`src/rtl/unidade_controle_multiciclo.sv`:
```
// Multicycle control FSM: sequences fetch/decode/execute/memory/write-back and drives datapath selects.
// Optional JAL support (LIGA state, RegDst=2 to $31) is enabled by defining CONTROLE_JAL_EN.
//
// state          | meaning
// BUSCA       0  | instruction fetch, waits on mem_pronta
// DECODIFICA  1  | decode, branch target precomputed into ALUOut
// END_MEM     2  | effective address for lw/sw
// LE_MEM      3  | data read, waits on mem_pronta
// WB_LW       4  | MDR written to rt
// ESCREVE_MEM 5  | data write, waits on mem_pronta
// EXEC_R      6  | R-type ALU operation
// WB_R        7  | ALUOut written to rd
// EXEC_I      8  | I-type ALU operation
// WB_I        9  | ALUOut written to rt
// DESVIO     10  | beq compare, PC conditionally loaded from ALUOut
// SALTO      11  | jump
// LIGA       12  | jal: PC+4 to $31 and jump (only with CONTROLE_JAL_EN)
// ERRO       15  | invalid opcode, held until reset
module unidade_controle_multiciclo #(
    parameter logic [5:0] OPC_R    = 6'b000000,
    parameter logic [5:0] OPC_LW   = 6'b100011,
    parameter logic [5:0] OPC_SW   = 6'b101011,
    parameter logic [5:0] OPC_BEQ  = 6'b000100,
    parameter logic [5:0] OPC_J    = 6'b000010,
    parameter logic [5:0] OPC_JAL  = 6'b000011,
    parameter logic [5:0] OPC_ADDI = 6'b001000,
    parameter logic [5:0] OPC_ANDI = 6'b001100,
    parameter logic [5:0] OPC_ORI  = 6'b001101,
    parameter logic [5:0] OPC_SLTI = 6'b001010
) (
    input  logic       clock,
    input  logic       reset_n,
    input  logic [5:0] opcode,
    input  logic [5:0] funct,
    input  logic       zero,
    input  logic       mem_pronta,
    output logic [1:0] RegDst,
    output logic       RegWrite,
    output logic       MemRead,
    output logic       MemWrite,
    output logic       IRWrite,
    output logic       PCWrite,
    output logic       PCWriteCond,
    output logic       IorD,
    output logic       ALUSrcA,
    output logic [1:0] ALUSrcB,
    output logic [1:0] ALUOp,
    output logic [1:0] PCSource,
    output logic [1:0] MemtoReg,
    output logic       instr_fim,
    output logic       erro,
    output logic [3:0] estado
);

    typedef enum logic [3:0] {
        BUSCA       = 4'd0,
        DECODIFICA  = 4'd1,
        END_MEM     = 4'd2,
        LE_MEM      = 4'd3,
        WB_LW       = 4'd4,
        ESCREVE_MEM = 4'd5,
        EXEC_R      = 4'd6,
        WB_R        = 4'd7,
        EXEC_I      = 4'd8,
        WB_I        = 4'd9,
        DESVIO      = 4'd10,
        SALTO       = 4'd11,
`ifdef CONTROLE_JAL_EN
        LIGA        = 4'd12,
`endif
        ERRO        = 4'd15
    } estado_t;

    estado_t estado_q, estado_d;

    // funct reaches the ALU control directly and zero gates PCWriteCond in the datapath
    logic unused_entradas;
    assign unused_entradas = ^{funct, zero};

    logic eh_arit_i;
    assign eh_arit_i = (opcode == OPC_ADDI) || (opcode == OPC_ANDI) ||
                       (opcode == OPC_ORI)  || (opcode == OPC_SLTI);

    always_ff @(posedge clock) begin
        if (!reset_n) begin
            estado_q <= BUSCA;
        end else begin
            estado_q <= estado_d;
        end
    end

    always_comb begin
        estado_d    = estado_q;
        RegDst      = 2'd0;
        RegWrite    = 1'b0;
        MemRead     = 1'b0;
        MemWrite    = 1'b0;
        IRWrite     = 1'b0;
        PCWrite     = 1'b0;
        PCWriteCond = 1'b0;
        IorD        = 1'b0;
        ALUSrcA     = 1'b0;
        ALUSrcB     = 2'd0;
        ALUOp       = 2'd0;
        PCSource    = 2'd0;
        MemtoReg    = 2'd0;
        instr_fim   = 1'b0;
        erro        = 1'b0;

        case (estado_q)
            BUSCA: begin
                MemRead = 1'b1;
                ALUSrcB = 2'd1;
                if (mem_pronta) begin
                    IRWrite  = 1'b1;
                    PCWrite  = 1'b1;
                    estado_d = DECODIFICA;
                end
            end
            DECODIFICA: begin
                ALUSrcB = 2'd3;
                if (opcode == OPC_R) begin
                    estado_d = EXEC_R;
                end else if ((opcode == OPC_LW) || (opcode == OPC_SW)) begin
                    estado_d = END_MEM;
                end else if (eh_arit_i) begin
                    estado_d = EXEC_I;
                end else if (opcode == OPC_BEQ) begin
                    estado_d = DESVIO;
                end else if (opcode == OPC_J) begin
                    estado_d = SALTO;
`ifdef CONTROLE_JAL_EN
                end else if (opcode == OPC_JAL) begin
                    estado_d = LIGA;
`endif
                end else begin
                    estado_d = ERRO;
                end
            end
            END_MEM: begin
                ALUSrcA  = 1'b1;
                ALUSrcB  = 2'd2;
                estado_d = (opcode == OPC_LW) ? LE_MEM : ESCREVE_MEM;
            end
            LE_MEM: begin
                MemRead = 1'b1;
                IorD    = 1'b1;
                if (mem_pronta) begin
                    estado_d = WB_LW;
                end
            end
            WB_LW: begin
                RegWrite  = 1'b1;
                MemtoReg  = 2'd1;
                instr_fim = 1'b1;
                estado_d  = BUSCA;
            end
            ESCREVE_MEM: begin
                MemWrite = 1'b1;
                IorD     = 1'b1;
                if (mem_pronta) begin
                    instr_fim = 1'b1;
                    estado_d  = BUSCA;
                end
            end
            EXEC_R: begin
                ALUSrcA  = 1'b1;
                ALUOp    = 2'd2;
                estado_d = WB_R;
            end
            WB_R: begin
                RegWrite  = 1'b1;
                RegDst    = 2'd1;
                instr_fim = 1'b1;
                estado_d  = BUSCA;
            end
            EXEC_I: begin
                ALUSrcA  = 1'b1;
                ALUSrcB  = 2'd2;
                ALUOp    = 2'd3;
                estado_d = WB_I;
            end
            WB_I: begin
                RegWrite  = 1'b1;
                instr_fim = 1'b1;
                estado_d  = BUSCA;
            end
            DESVIO: begin
                ALUSrcA     = 1'b1;
                ALUOp       = 2'd1;
                PCWriteCond = 1'b1;
                PCSource    = 2'd1;
                instr_fim   = 1'b1;
                estado_d    = BUSCA;
            end
            SALTO: begin
                PCWrite   = 1'b1;
                PCSource  = 2'd2;
                instr_fim = 1'b1;
                estado_d  = BUSCA;
            end
`ifdef CONTROLE_JAL_EN
            LIGA: begin
                RegWrite  = 1'b1;
                RegDst    = 2'd2;
                MemtoReg  = 2'd2;
                PCWrite   = 1'b1;
                PCSource  = 2'd2;
                instr_fim = 1'b1;
                estado_d  = BUSCA;
            end
`endif
            ERRO: begin
                erro     = 1'b1;
                estado_d = ERRO;
            end
            default: begin
                estado_d = BUSCA;
            end
        endcase
    end

    assign estado = estado_q;

endmodule
```
`config.mk`:
```
export PLATFORM = sky130hd
export DESIGN_NAME = unidade_controle_multiciclo
export DESIGN_NICKNAME = d
export VERILOG_FILES = /design/src/rtl/unidade_controle_multiciclo.sv
export SDC_FILE = /design/constraint.sdc
export NUM_CORES = 1
export LEC_CHECK = 0
export ABC_AREA = 1
export CAP_MARGIN = 0
export CORE_UTILIZATION = 32
export CTS_BUF_LIST = sky130_fd_sc_hd__clkbuf_8 sky130_fd_sc_hd__clkbuf_16
export CTS_CLUSTER_DIAMETER = 80
export DETAILED_ROUTE_END_ITERATION = 6
export GPL_ROUTABILITY_DRIVEN = 0
export PLACE_DENSITY = 0.84
export SLEW_MARGIN = 15
export SYNTH_ARGS = -nofsm -noshare
export SYNTH_HDL_FRONTEND = slang
export SYNTH_SLANG_ARGS = --single-unit
```
`constraint.sdc`:
```
create_clock -name clock -period 1.2 [get_ports clock]
set_input_delay 0.24 -clock clock [delete_from_list [all_inputs] [get_ports clock]]
set_output_delay 0.24 -clock clock [all_outputs]
set_load 0.005 [all_outputs]
```
* After elaboration in Yosys (flattened, before gate mapping) *
Index checks and enable logic that the tools add are counted.

storage, ports and cells
  input port bits = 16
  bits in registers = 4
  word-level logic and storage cells = 63

operators by class
  reductions and logical operators = 13
  mux-type cells = 26
  eq/ne operators = 23

operators with widths
  kind                                                                    count
  4-bit one-hot mux with 8 select lines                                   1
  6-bit by 4-bit equality test with 1-bit output (second input constant)  4
  4-bit equality test (second input constant)                             5
  4-bit two-way mux                                                       5
  4-bit by 3-bit equality test with 1-bit output (second input constant)  4
  6-bit equality test (second input constant)                             2
  3-bit two-way mux                                                       4
  2-bit one-hot mux with 3 select lines                                   2
  1-bit two-way mux                                                       11
  4-bit by 2-bit equality test with 1-bit output (second input constant)  2
  6-bit by 2-bit equality test with 1-bit output (second input constant)  1
  6-bit by 3-bit equality test with 1-bit output (second input constant)  1
  6-bit zero test                                                         1
  2-bit inequality test (second input constant)                           3
  2-bit OR reduction                                                      3
  5-bit OR reduction                                                      1
  4-bit by 1-bit equality test with 1-bit output (second input constant)  1
  4-bit zero test                                                         1
  1-bit logical OR                                                        4
  1-bit one-hot mux with 2 select lines                                   2
  2-bit one-hot mux with 2 select lines                                   1
  4-bit OR reduction                                                      1
  3-bit AND reduction                                                     1
  3-bit OR reduction                                                      1

* Depth between registers and ports, before layout *
  depth in word-level cells = 8
  mapped depth = 10
  gate-level depth less buffers = 10

* Worst setup path after synthesis *
OpenSTA, ideal clock, no wires.

  path kind = register -> output
  start = register estado_q[3] (netlist: estado[3])
  end = output instr_fim
  data required time = 0.960 ns
  arrival time = 1.116 ns
  setup slack = -0.156 ns
  cell stages (with the launch flop) = 6
  cells stage by stage = dfxtp_1 -> nor2_1 -> nand2_1 -> inv_1 -> nor3_1 -> o221ai_1

between the ends
  longest elaborated chain between the ends = 3
  elaborated cells between the ends (all ways) = 8
  classes of those cells = 6 x eq/ne; 1 x mux; 1 x reduce/logical

ends and longest elaborated chain
  what                                                                                          RTL line  source
  start, declared                                                                               74        estado_t estado_q, estado_d;
  start signal, assigned                                                                        88        estado_q <= estado_d;
  4-bit equality test / 4-bit by 3-bit equality test with 1-bit output (equally long branches)  110       case (estado_q)
  5-bit OR reduction (no source line)                                                           n/a
  1-bit one-hot mux with 2 select lines (*)                                                     110
  end, declared                                                                                 50        output logic instr_fim,

Every way passes the cells marked *; elsewhere a longest branch is shown, timed or not.

* Worst setup path in the final report *
  start = register estado_q[0] (netlist: estado[0])
  end = output instr_fim

Same word-level chain as after synthesis.

==> results summary <==
The run finished, with violations left. The checks that failed: setup timing. The worst setup path is launched from a register. The floorplan has 15 rows. The number of distinct library cells after synthesis is 24. The critical path starts at estado[0]. The number of vias in the routed layout is 1134. Counting both buffers and inverters, the worst setup path holds a total of 2. The leakage power figure came out at 0.818 nW. The synthesized area per cell came out at 5.50 sq um. The average detailed-routed wire length per instance came out at 18.5 um. The clock latency of the later-clocked register in the worst-skew pair came out at 0.23 ns.

The maximum buffer depth of the clock tree came out at 2. The worst clock skew is 0.00245 ns. The post-detailed-routing wire length came out at 3.94 mm. The kind of critical path is register to output pin. Buffers inserted to repair hold after CTS numbered 0. In this run, synthesis produced a sequential element count of 4. The first global-routing pass estimated 4.74 mm of wire. Clock-pin slew was measured on the worst setup and hold paths at 0.04 ns.

The count of mapped cells out of synthesis is 112. The number of hold-slack violations in the final timing report came out at 0. The core footprint is 1760 sq um. The number of levels in the clock H-tree came out at 1.

The share of final-layout standard cells stronger than drive strength 1 came out at 64.9%. The worst supply voltage drop on vdd is 1.68 mV. Multiplexer cells account for 0% of the synthesized area. Setup repair after global routing could not meet its margin everywhere. Counting flops with an async set or reset pin after synthesis yields a share of 0%.

The max-slew violation total from the final report came out at 0. The startpoint of the worst-slack reg-to-reg timing path is estado[0]. The global-route usage over all layers came out at 32.6%.

The number of sinks driven by the clock tree is 4. Summing the areas of all compound-gate instances in the mapped netlist gives 11.8% of the synthesized area. The root buffer cell chosen for the clock tree is clkbuf_8. The CTS tree is done.

The post-synthesis cell area is 616 sq um. After layout, the minimum clock period comes to 1.61 ns. The pin count of the biggest net entering global routing came out at 7. In the synthesized netlist the dominant register cell turns out to be dfxtp_1. The number of nets at the end of the flow came out at 205. The sequential fraction of the synthesis area came out at 13.0%. On the worst path, the slowest cell contributes a delay of 0.38 ns. The smallest setup slack after layout came out at -0.407 ns. The required time of the worst setup path is 0.96 ns.

The number of buffers created by CTS came out at 3. The maximum fanout encountered on the critical timing path came out at 6. The max-capacitance violation count came out at 0.

The path class of the tightest hold or removal check is input pin to register. The ratio of final minimum period to clock period came out at 134%. The type of destination of the critical path is an output pin.

The share of synthesized area in the top cell type comes to 16.5%. The reg2reg setup slack came out at -0.37 ns. Fill cells in the final layout number 90. The count of antenna-violating nets left after detailed routing is 0. Summed over all instances, the cell type with the most area after synthesis is nand2_1. The power density of the placed cells came out at 2190 nW/um^2. The synthesized netlist devotes 0% of its cell area to adder and majority cells. The count of pins on the block boundary is 40. The number of detailed-routing iterations run before antenna repair is 4.

The DRC violations left is 0. The antenna cell count is 0. The cell family contributing the most delay on the critical path is flip-flops. The synthesized-area fraction occupied by xor and xnor cells is 0%. The area growth from synthesis to final layout came out at 149%. The number of buffers added on ports is 30. The arrival time at the worst endpoint is 1.37 ns. The violation count after the first detailed-route iteration came out at 42. The number of flops mapped to enable cells by yosys is 0. Across all hold checks on the routed design, the worst slack comes to 0.756 ns. The synthesis warning total is 0. Counting stages on the worst path, the most repeated cell is nor3_4.

The die footprint came out at 2100 sq um. The total overflow left after global routing is 0. After synthesis, the largest family of logic cells by area is simple AND/OR/NAND/NOR gates. The y dimension of the die came out at 45.9 um. The number of flip-flops under the largest register name came out at 4. Cells fill 87.0% of the core in the end.

The total setup violations reported at the end of the flow came out at 25. The slowest stage of the critical path belongs to the cell dfxtp_4. Once the floorplan was initialized, standard cells occupied 34.9% of the core. The synthesized netlist devotes 56.7% of its cell area to simple gates. The maximum achievable frequency is 622 MHz. The number of antenna violations at the first check in global routing is 0. The signal on the critical path passes through nand2_4, nor3_4, buf_6, nor3_4, o221ai_2, buf_2. In the routed layout, each cell is associated on average with a via count of 5.32. Ranked by total cell area, the synthesized netlist is headed by nand2_1 16%, dfxtp_1 13%, inv_1 12%.

In this run the most critical hold path is launched from reset_n. The total negative slack is -6.79 ns. The via count of the first global-routing pass is 1067. Power comes to 3.37 mW.

The placed wire-length estimate after detailed placement is 1.64 mm. The die outline width is 45.9 um.
==> cell usage in the layout, fill, tap and decap left out, types with 2 or more instances in the layout <==
cell,n
o22ai_2,2
nand3_1,4
nor2_1,12
clkbuf_8,3
nor3_4,2
dfxtp_4,3
nand2_4,5
nor2_2,2
nand2_2,8
inv_4,2
nand3_4,2
conb_1,2
o21ai_2,2
clkdlybuf4s50_1,8
inv_1,15
a21oi_2,2
buf_4,20
buf_6,30
nor2_4,10
nand2_1,21
nand3_2,3
buf_2,13
inv_2,6
==> where the power goes <==
part | leakage [nW] | total, mW | internal [mW] | switching (mW)
clock network | 0.0269 | 0.314 | 0.220 | 0.0939
logic | 0.756 | 2.72 | 1.37 | 1.35
registers | 0.0353 | 0.336 | 0.208 | 0.127
==> Yosys cell counts, drive strengths merged (2+ instances only) <==
library cell and number:
a21oi 2, buf 3, dfxtp 4, inv 22, nand2 34, nand3 9, nor2 24, nor3 3
o21ai 3, o22ai 2
==> routing by layer <==
metal  up-vias  part of all wire (%)  GRT usage (%)
met1       529                    38           29.6
met2        86                    48           56.1
li1        499                     -              -
met5         -                     0              0
met4         0                   4.1           27.1
met3        20                   9.6           13.1
==> final cells by class <==
cell class | count | area, sq um | area share (%)
inverter | 23 | 96.3 | 6.28
clock inverter | 1 | 3.75 | 0.245
clock buffer | 3 | 41.3 | 2.69
multi-input combinational | 83 | 601 | 39.2
timing repair buffer | 74 | 668 | 43.6
sequential | 4 | 92.6 | 6.04
tap | 25 | 31.3 | 2.04
==> worst paths after layout <==
| check | endpoint | cells after the start |
|---|---|---|
| max | instr_fim | 6 |
| min | estado[0] | 3 |
| max reg2reg | estado[2] | 11 |
| min reg2reg | estado[1] | 4 |
==> stage by stage <==
step | cells | area [sq um] | setup slack [ns]
2_1_floorplan | 113 | 632 | 0.0313
3_3_place_gp | 191 | 1140 | -0.502
3_5_place_dp | 191 | 1140 | -0.549
6_report | 213 | 1530 | -0.407
5_1_grt | 213 | 1530 | -0.437
4_1_cts | 204 | 1360 | -0.300
==> tightest hold or removal path: cells and delay by family <==
family / cells / cell delay [ns]
compound gates: 1 / 0.05
buf+inv: 2 / 0.64
==> what timing repair did <==
action,in CTS,in global routing
endpoints found under the setup margin,25,26
pin swaps,24,13
resized for setup,129,30
setup buffers,14,11
==> cells by family after synthesis <==
kind of cell | count (synthesis)
flip-flops | 4
AO/OA/AOI/OAI | 10
AND/OR/NAND/NOR | 71
other | 1
buffers and inverters | 26
(Power assumes the default switching activity.)
